--- src/rtl/block_fifo_gen2.sv ---
// Synchronous FIFO on inferred block RAM with registered status flags,
// runtime programmable thresholds, sticky error flags and optional FWFT output.
module block_fifo_gen2 #(
   parameter int  WIDTH = 9,
   parameter int  DEPTH = 16,
   parameter int  FWFT  = 0,
   localparam int AW    = $clog2(DEPTH),
   localparam int CW    = AW + 1
) (
   input  logic             i_clk,
   input  logic             i_reset_n,
   input  logic [WIDTH-1:0] i_din,
   input  logic             i_write,
   input  logic             i_read,
   input  logic [CW-1:0]    i_prog_full_thresh,
   input  logic [CW-1:0]    i_prog_empty_thresh,
   input  logic             i_clear_err,
   output logic [WIDTH-1:0] o_dout,
   output logic             o_valid,
   output logic             o_full,
   output logic             o_almost_full,
   output logic             o_empty,
   output logic             o_prog_full,
   output logic             o_prog_empty,
   output logic [CW-1:0]    o_data_count,
   output logic             o_overflow,
   output logic             o_underflow
);

   localparam logic [CW-1:0] LP_FULL  = CW'(DEPTH);
   localparam logic [CW-1:0] LP_AFULL = CW'(DEPTH - 1);

   logic [WIDTH-1:0] r_mem [DEPTH];
   logic [AW-1:0]    r_wr_ptr;
   logic [AW-1:0]    r_rd_ptr;
   logic [CW-1:0]    r_count;
   logic [WIDTH-1:0] r_dout;
   logic             r_valid;
   logic             r_full;
   logic             r_almost_full;
   logic             r_empty;
   logic             r_prog_full;
   logic             r_prog_empty;
   logic             r_overflow;
   logic             r_underflow;

   logic             w_wr_acc;
   logic             w_pop;
   logic             w_fetch;
   logic             w_valid_next;
   logic             w_empty_next;
   logic             w_overflow_evt;
   logic             w_underflow_evt;
   logic [CW-1:0]    w_count_next;

   assign w_wr_acc       = i_write & ~r_full;
   assign w_overflow_evt = i_write & r_full;
   assign w_count_next   = r_count + CW'(w_wr_acc) - CW'(w_pop);

   // w_fetch moves a word from RAM into the output register; w_pop removes it
   // from the FIFO's occupancy. In standard mode they are the same event.
   generate
      if (FWFT == 0) begin : g_std
         assign w_pop           = i_read & ~r_empty;
         assign w_fetch         = w_pop;
         assign w_valid_next    = w_pop;
         assign w_empty_next    = (w_count_next == '0);
         assign w_underflow_evt = i_read & r_empty;
      end else begin : g_fwft
         logic [CW-1:0] r_ram_cnt;

         assign w_pop           = i_read & r_valid;
         assign w_fetch         = (r_ram_cnt != '0) & (~r_valid | w_pop);
         assign w_valid_next    = w_fetch | (r_valid & ~w_pop);
         assign w_empty_next    = ~w_valid_next;
         assign w_underflow_evt = i_read & ~r_valid;

         always_ff @(posedge i_clk) begin
            if (!i_reset_n) begin
               r_ram_cnt <= '0;
            end else begin
               r_ram_cnt <= r_ram_cnt + CW'(w_wr_acc) - CW'(w_fetch);
            end
         end
      end
   endgenerate

   always_ff @(posedge i_clk) begin
      if (w_wr_acc && i_reset_n) begin
         r_mem[r_wr_ptr] <= i_din;
      end
   end

   always_ff @(posedge i_clk) begin
      if (!i_reset_n) begin
         r_dout <= '0;
      end else if (w_fetch) begin
         r_dout <= r_mem[r_rd_ptr];
      end
   end

   always_ff @(posedge i_clk) begin
      if (!i_reset_n) begin
         r_wr_ptr      <= '0;
         r_rd_ptr      <= '0;
         r_count       <= '0;
         r_valid       <= 1'b0;
         r_full        <= 1'b0;
         r_almost_full <= 1'b0;
         r_empty       <= 1'b1;
         r_prog_full   <= (i_prog_full_thresh == '0);
         r_prog_empty  <= 1'b1;
         r_overflow    <= 1'b0;
         r_underflow   <= 1'b0;
      end else begin
         if (w_wr_acc) r_wr_ptr <= r_wr_ptr + AW'(1);
         if (w_fetch)  r_rd_ptr <= r_rd_ptr + AW'(1);
         r_count       <= w_count_next;
         r_valid       <= w_valid_next;
         r_full        <= (w_count_next == LP_FULL);
         r_almost_full <= (w_count_next >= LP_AFULL);
         r_empty       <= w_empty_next;
         r_prog_full   <= (w_count_next >= i_prog_full_thresh);
         r_prog_empty  <= (w_count_next <= i_prog_empty_thresh);
         // A fresh error in the clearing cycle keeps the flag set.
         r_overflow    <= w_overflow_evt | (r_overflow & ~i_clear_err);
         r_underflow   <= w_underflow_evt | (r_underflow & ~i_clear_err);
      end
   end

   assign o_dout        = r_dout;
   assign o_valid       = r_valid;
   assign o_full        = r_full;
   assign o_almost_full = r_almost_full;
   assign o_empty       = r_empty;
   assign o_prog_full   = r_prog_full;
   assign o_prog_empty  = r_prog_empty;
   assign o_data_count  = r_count;
   assign o_overflow    = r_overflow;
   assign o_underflow   = r_underflow;

endmodule
--- config.mk ---
export PLATFORM = sky130hd
export DESIGN_NAME = block_fifo_gen2
export DESIGN_NICKNAME = d
export VERILOG_FILES = /design/src/rtl/block_fifo_gen2.sv
export SDC_FILE = /design/constraint.sdc
export NUM_CORES = 1
export LEC_CHECK = 0
export ABC_CLOCK_PERIOD_IN_PS = 4100
export CAP_MARGIN = 20
export CORE_UTILIZATION = 25
export DETAILED_ROUTE_END_ITERATION = 7
export GPL_ROUTABILITY_DRIVEN = 0
export HOLD_SLACK_MARGIN = 0.02
export MAX_ROUTING_LAYER = met4
export SLEW_MARGIN = 20
export SYNTH_ARGS = -nofsm -noshare
export SYNTH_HDL_FRONTEND = slang
export SYNTH_SLANG_ARGS = --single-unit
--- constraint.sdc ---
create_clock -name i_clk -period 4.1 [get_ports i_clk]
set_clock_uncertainty 0.15 [all_clocks]
set_input_delay 0.82 -clock i_clk [delete_from_list [all_inputs] [get_ports i_clk]]
set_output_delay 0.82 -clock i_clk [all_outputs]
set_load 0.02 [all_outputs]
# Yosys cells after proc, flatten, opt, wreduce, memory -nomap -nowiden
# Memory sizes are Yosys's and may differ from the RTL's. A register that Yosys moved wholly into a read port is not among the register bits.
# Cells that the tools add are included.
# totals
output_inout_bits,22
ram_bits,144
inputBits,24
reg_bits,21
n_memories,1
word_cells,38
# classes
n_mux,3
reduce_logical,4
n_lt_le_gt_ge,3
add_sub_neg,4
eq_ne,1
bitwise,11
# memory_table
memory,words,width,rd,rd_ports_with_merged_regs,write_ports,line,text
r_mem,16,9,1,1,1,33,logic [WIDTH-1:0] r_mem [DEPTH];
# ops
op,n
$logic_not 5->1,2
$add 4x1->4 const B,2
$and 1x1->1,6
$add 5x1->5,1
$eq 5x5->1 const B,1
$ge 5x4->1 const B,1
$ge 5x5->1,1
$le 5x5->1,1
$sub 5x1->5,1
$mux 1,3
$not 1->1,3
$or 1x1->1,2
$logic_and 1x1->1,1
$logic_not 1->1,1

# Logic depth before layout (Yosys ltp)
# Gate-level depths: netlist of the first run.
# depth
word_depth,6
depth_mapped,15
mapped_depth_nobuf,14

# Worst setup path before layout of the first run
# OpenSTA, ideal clock, no wires.
# synth_timing
kind,input port to flip-flop
startpoint,input port i_write
endpoint,register r_prog_empty (netlist: o_prog_empty)
stages,14
setup_ps,134
path_slack_ps,694
required_time_ps,3816
path_buffers,1
t_arrival_ps,3122
path_cell_list,nor2b_1 -> clkbuf_1 -> inv_1 -> ha_1 -> inv_1 -> ha_1 -> fa_1 -> xor2_1 -> ha_1 -> nand4_1 -> nand2_1 -> a21oi_1 -> a21o_1 -> a22oi_1
# synth_between
elab_chain_len,4
# synth_rtl
item,line,text
from (decl),13,"input logic i_write,"
$and 1x1->1,56,assign w_wr_acc = i_write & ~r_full;
$add 5x1->5,58,assign w_count_next = r_count + CW'(w_wr_acc) - CW'(w_pop);
$sub 5x1->5,58,
net w_count_next[2],54,logic [CW-1:0] w_count_next;
$le 5x5->1,124,r_prog_empty <= (w_count_next <= i_prog_empty_thresh);
to (signal assigned),124,
to (decl),43,logic r_prog_empty;
# The timed path passes the listed nets, and every way through them passes these cells.
# A chain may end at the register's enable or synchronous reset.

# Final worst setup path of the first run
# Same ends and word-level chain as after synthesis.

==> flow_summary.yaml, run 1 <==
route:
  remaining_drc_errors: 0
  met3_length_um: 750
  routedWlPerCell_um: 17.17
  highest_layer: "met4"
  m1WireLength_mm: 6.638
  wl_met2_mm: 7.059
  wl_mm: 14.54
  via_count: 3607
  drt_iter0_drc: 338
  via_per_inst: 4.259
  ant_nets: 0
  drt_pass1_iterations: 4
worst_setup_path:
  r2r_end: "o_prog_empty"
  crit_chain: "clkdlybuf4s50_1, nor2b_1, inv_1, ha_1, inv_1, ha_1, fa_1, xor2_1, ha_1, nand4_1, nand2_1, a21oi_1, a21o_1, a22oi_1"
  critical_path.max_stage_delay_ns: 0.49
  cp-end-kind: "flop"
  path_max_fanout: 5
  worstPathArrival_ns: 3.64
  critPathSlowestCell: "clkdlybuf4s50_1"
  required_ns: 4.24
  worstSetupPathType: "input pin to flop"
  cp-start-kind: "input pin"
  regToRegSetupSlack_ns: 1.17
  worst-path-buf-inv: 3
  cp_top_family: "adder cells"
  cp_common_cell: "ha_1"
  r2r_cells: 13
  reg2reg_from: "o_full"
power:
  p_leak_nw: 2.888
  p_per_area_mw_per_mm2: 534.9
  seq_power_share_pct: 45.2
  clkPwrFrac_pct: 34.3
  switching_share_pct: 27.69
  p_int_w: 0.003350
  p_sw_w: 0.001283
  ir_worst_vdd_mv: 0.3919
  pwr-share-comb_pct: 20.5
final_layout:
  most-common-layout-cells: "144 x edfxtp_1, 45 x clkdlybuf4s50_1, 29 x dfxtp_1, 23 x buf_4, 20 x mux4_1"
  layout-drive-gt1-share_pct: 17.70
  fillCellCount: 2738
  nets: 500
  n_antenna_cell: 0
  syn_to_final_growth_pct: 22.75
  utilization_pct: 31.17
  final_common_cell: "edfxtp_1"
worst_hold_path:
  holdCritPathClass: "flop to flop"
  worstHoldStart: "o_dout[7]"
  hold_end: "o_dout[7]"
  hold_path_depth: 1
clock_network:
  cts_buffer_depth: 2
  cts_tree: "yes"
  clk_pin_slew_ns: 0.07
  cts_made_buffers: 17
  cts_setup_buffers: 0
  cts-resized-gates: 0
  cts_hold_buf: 0
  root_buffer: "clkbuf_16"
  htreeDepth: 4
  clk_latency_ns: 0.42
  clock-sinks: 174
global_route:
  grt_pass1_wl_mm: 22.68
  overflow: 0
  grt_usage_pct: 11.08
  grt_max_degree: 39
  grt_pass1_vias: 3932
  antenna_found_initial: 0
yosys:
  synthArstFlopShare_pct: 0
  postSynthAreaPerCell_um2: 18.33
  synth.distinct_cells: 40
  yosysWarnings: 0
  synth_nets: 429
  ys_seq_elements: 174
  synth-edff-count: 144
  ys_seq_area_share_pct: 69.80
  ys.flop_type: "edfxtp_1"
  syn_area_mm2: 0.007056
  synthTopCellsByArea: "edfxtp_1 61%, dfxtp_1 8.5%, mux4_1 7.4%"
  synth_cells: 385
  synthDominantCellAreaShare_pct: 61.29
  synth_top_area_cell: "edfxtp_1"
outcome:
  status: "completed"
floorplanning:
  die_w_um: 170.0
  die_h_um: 170.0
  core-area_mm2: 0.02778
  die_area_mm2: 0.02890
  num_io_pins: 46
  initial_core_util_pct: 25.40
  core.rowCount: 61
sta:
  finalSetupViolCount: 0
  max_freq_mhz: 285.5
  report.final.slew_viol_count: 0
  slew_headroom_pct: 49.55
  finalCriticalPeriod_ns: 3.503
  tightest_slew_ns: 0.7558
  hold_viol: 0
  fin_crit_sh_pct: 85.44
  rsz0062_at_grt: "no"
  setup_tns_ns: 0
placed_design:
  io_buffers: 45
  dp_hpwl_mm: 9.541
job:
  max-cap-violations: 0
-- state kept, by name, summed over array words and instances, names as in the netlist --
signal         cells
o_valid            1
r_mem            144
o_full             1
o_prog_full        1
o_data_count       5
o_prog_empty       1
o_almost_full      1
o_overflow         1
r_wr_ptr           4
o_underflow        1
o_dout             9
r_rd_ptr           4
o_empty            1
-- synthesized netlist by cell type (2+ instances only) --
cell type    n
buf_1        4
nand3b_1     2
a221o_1      9
buf_2        2
buf_6        3
nand2b_1     2
ha_1        19
a22o_1       9
inv_1       19
a21oi_1      7
nor2b_1     10
edfxtp_1   144
nand2_1      8
a21o_1       3
and2_1      11
nand3_1      2
dfxtp_1     30
mux4_1      20
mux2_2       9
xnor2_1      8
mux4_2      16
a22oi_1      3
xor2_1       2
clkbuf_1     6
nor2_1      19
nand4_1      4
-- worst reg2reg max path, stage by stage, from the launching register on --
cell,delay (ns)
dfxtp_1,0.34
nor2b_1,0.16
inv_1,0.07
ha_1,0.27
inv_1,0.04
ha_1,0.20
fa_1,0.43
xor2_1,0.34
ha_1,0.32
nand4_1,0.09
nand2_1,0.06
a21oi_1,0.17
a21o_1,0.11
a22oi_1,0.05
-- per-layer routing --
metal	track usage, %	vias to the layer above
met4	2.859	0
met3	3.395	4
met1	13.87	1839
li1	-	1674
met2	17.39	90
met5	-	-
-- cell type report --
| class | instances | area (um^2) | share of cell area, % |
|---|---|---|---|
| Sequential cell | 174 | 4926 | 56.88 |
| Multi-Input combinational cell | 175 | 1953 | 22.55 |
| Clock inverter | 13 | 151.4 | 1.748 |
| Inverter | 19 | 71.32 | 0.8235 |
| Timing Repair Buffer | 69 | 643.1 | 7.426 |
| Clock buffer | 19 | 442.9 | 5.114 |
| Tap cell | 378 | 473.0 | 5.461 |
-- logic make-up after synthesis --
logic type / count (synthesis) / share of synthesized area [%]
and+or+nand+nor: 64 / 4.753
xor gates and xnor gates: 10 / 1.241
adders and majority gates: 20 / 3.653
buffers and inverters: 36 / 2.518
AOI/OAI and AO/OA: 35 / 3.901
muxes: 46 / 14.13
DFF: 174 / 69.80
-- how the worst max path moves through the flow --
stage                              end    start  cells past startpoint  slack (ns)
after floorplan           o_prog_empty  i_write                     14        0.69
after global placement    o_prog_empty  i_write                     14        0.30
after detailed placement  o_prog_empty  i_write                     14        0.20
after CTS                 o_prog_empty  i_write                     14        0.66
after global routing      o_prog_empty  i_write                     14        0.45
final                     o_prog_empty  i_write                     14        0.60
-- stage by stage --
step	hold slack, ns	setup slack [ns]	area [um^2]	std cells	total power, W
global placement	0.3201	0.2958	8066	815	0.003047
CTS	0.3404	0.6583	8661	847	0.004677
floorplan	0.4253	0.6943	7056	385	0.002717
detailed placement	0.3241	0.1998	8066	815	0.003075
finish	0.3380	0.5971	8661	847	0.004632
global route	0.3717	0.4451	8661	847	0.004867
-- power by group through the flow --
stage / clock network, W / registers [W] / logic, W
final: 0.00159 / 0.00209 / 0.000950
after global routing: 0.00171 / 0.00210 / 0.00106
after CTS: 0.00163 / 0.00209 / 0.000953
after detailed placement: 0 / 0.00213 / 0.000946
after global placement: 0 / 0.00213 / 0.000920
after floorplan: 0 / 0.00216 / 0.000555
Power figures use the tool's default switching activity.
==> inputs of run 2 (changes only) <==
--- a/constraint.sdc
+++ b/constraint.sdc
@@ -4,2 +4,2 @@
 set_output_delay 0.82 -clock i_clk [all_outputs]
-set_load 0.02 [all_outputs]
+set_load 0.005 [all_outputs]
==> results of run 2 <==
The final DEF is identical to that of run 1. Status: completed.
Among the figures that moved: total power 0.004632 W -> 0.004565 W; worst IR drop on VDD 0.3919 mV -> 0.3917 mV
==> inputs of run 3 (changes only) <==
Settings changed: CAP_MARGIN 20 to 10, SETUP_SLACK_MARGIN from default to 0.05.
==> results of run 3 <==
The final DEF is identical to that of run 1. Status: completed.
Among the figures that moved: total power 0.004632 W -> 0.004565 W; worst IR drop on VDD 0.3919 mV -> 0.3917 mV
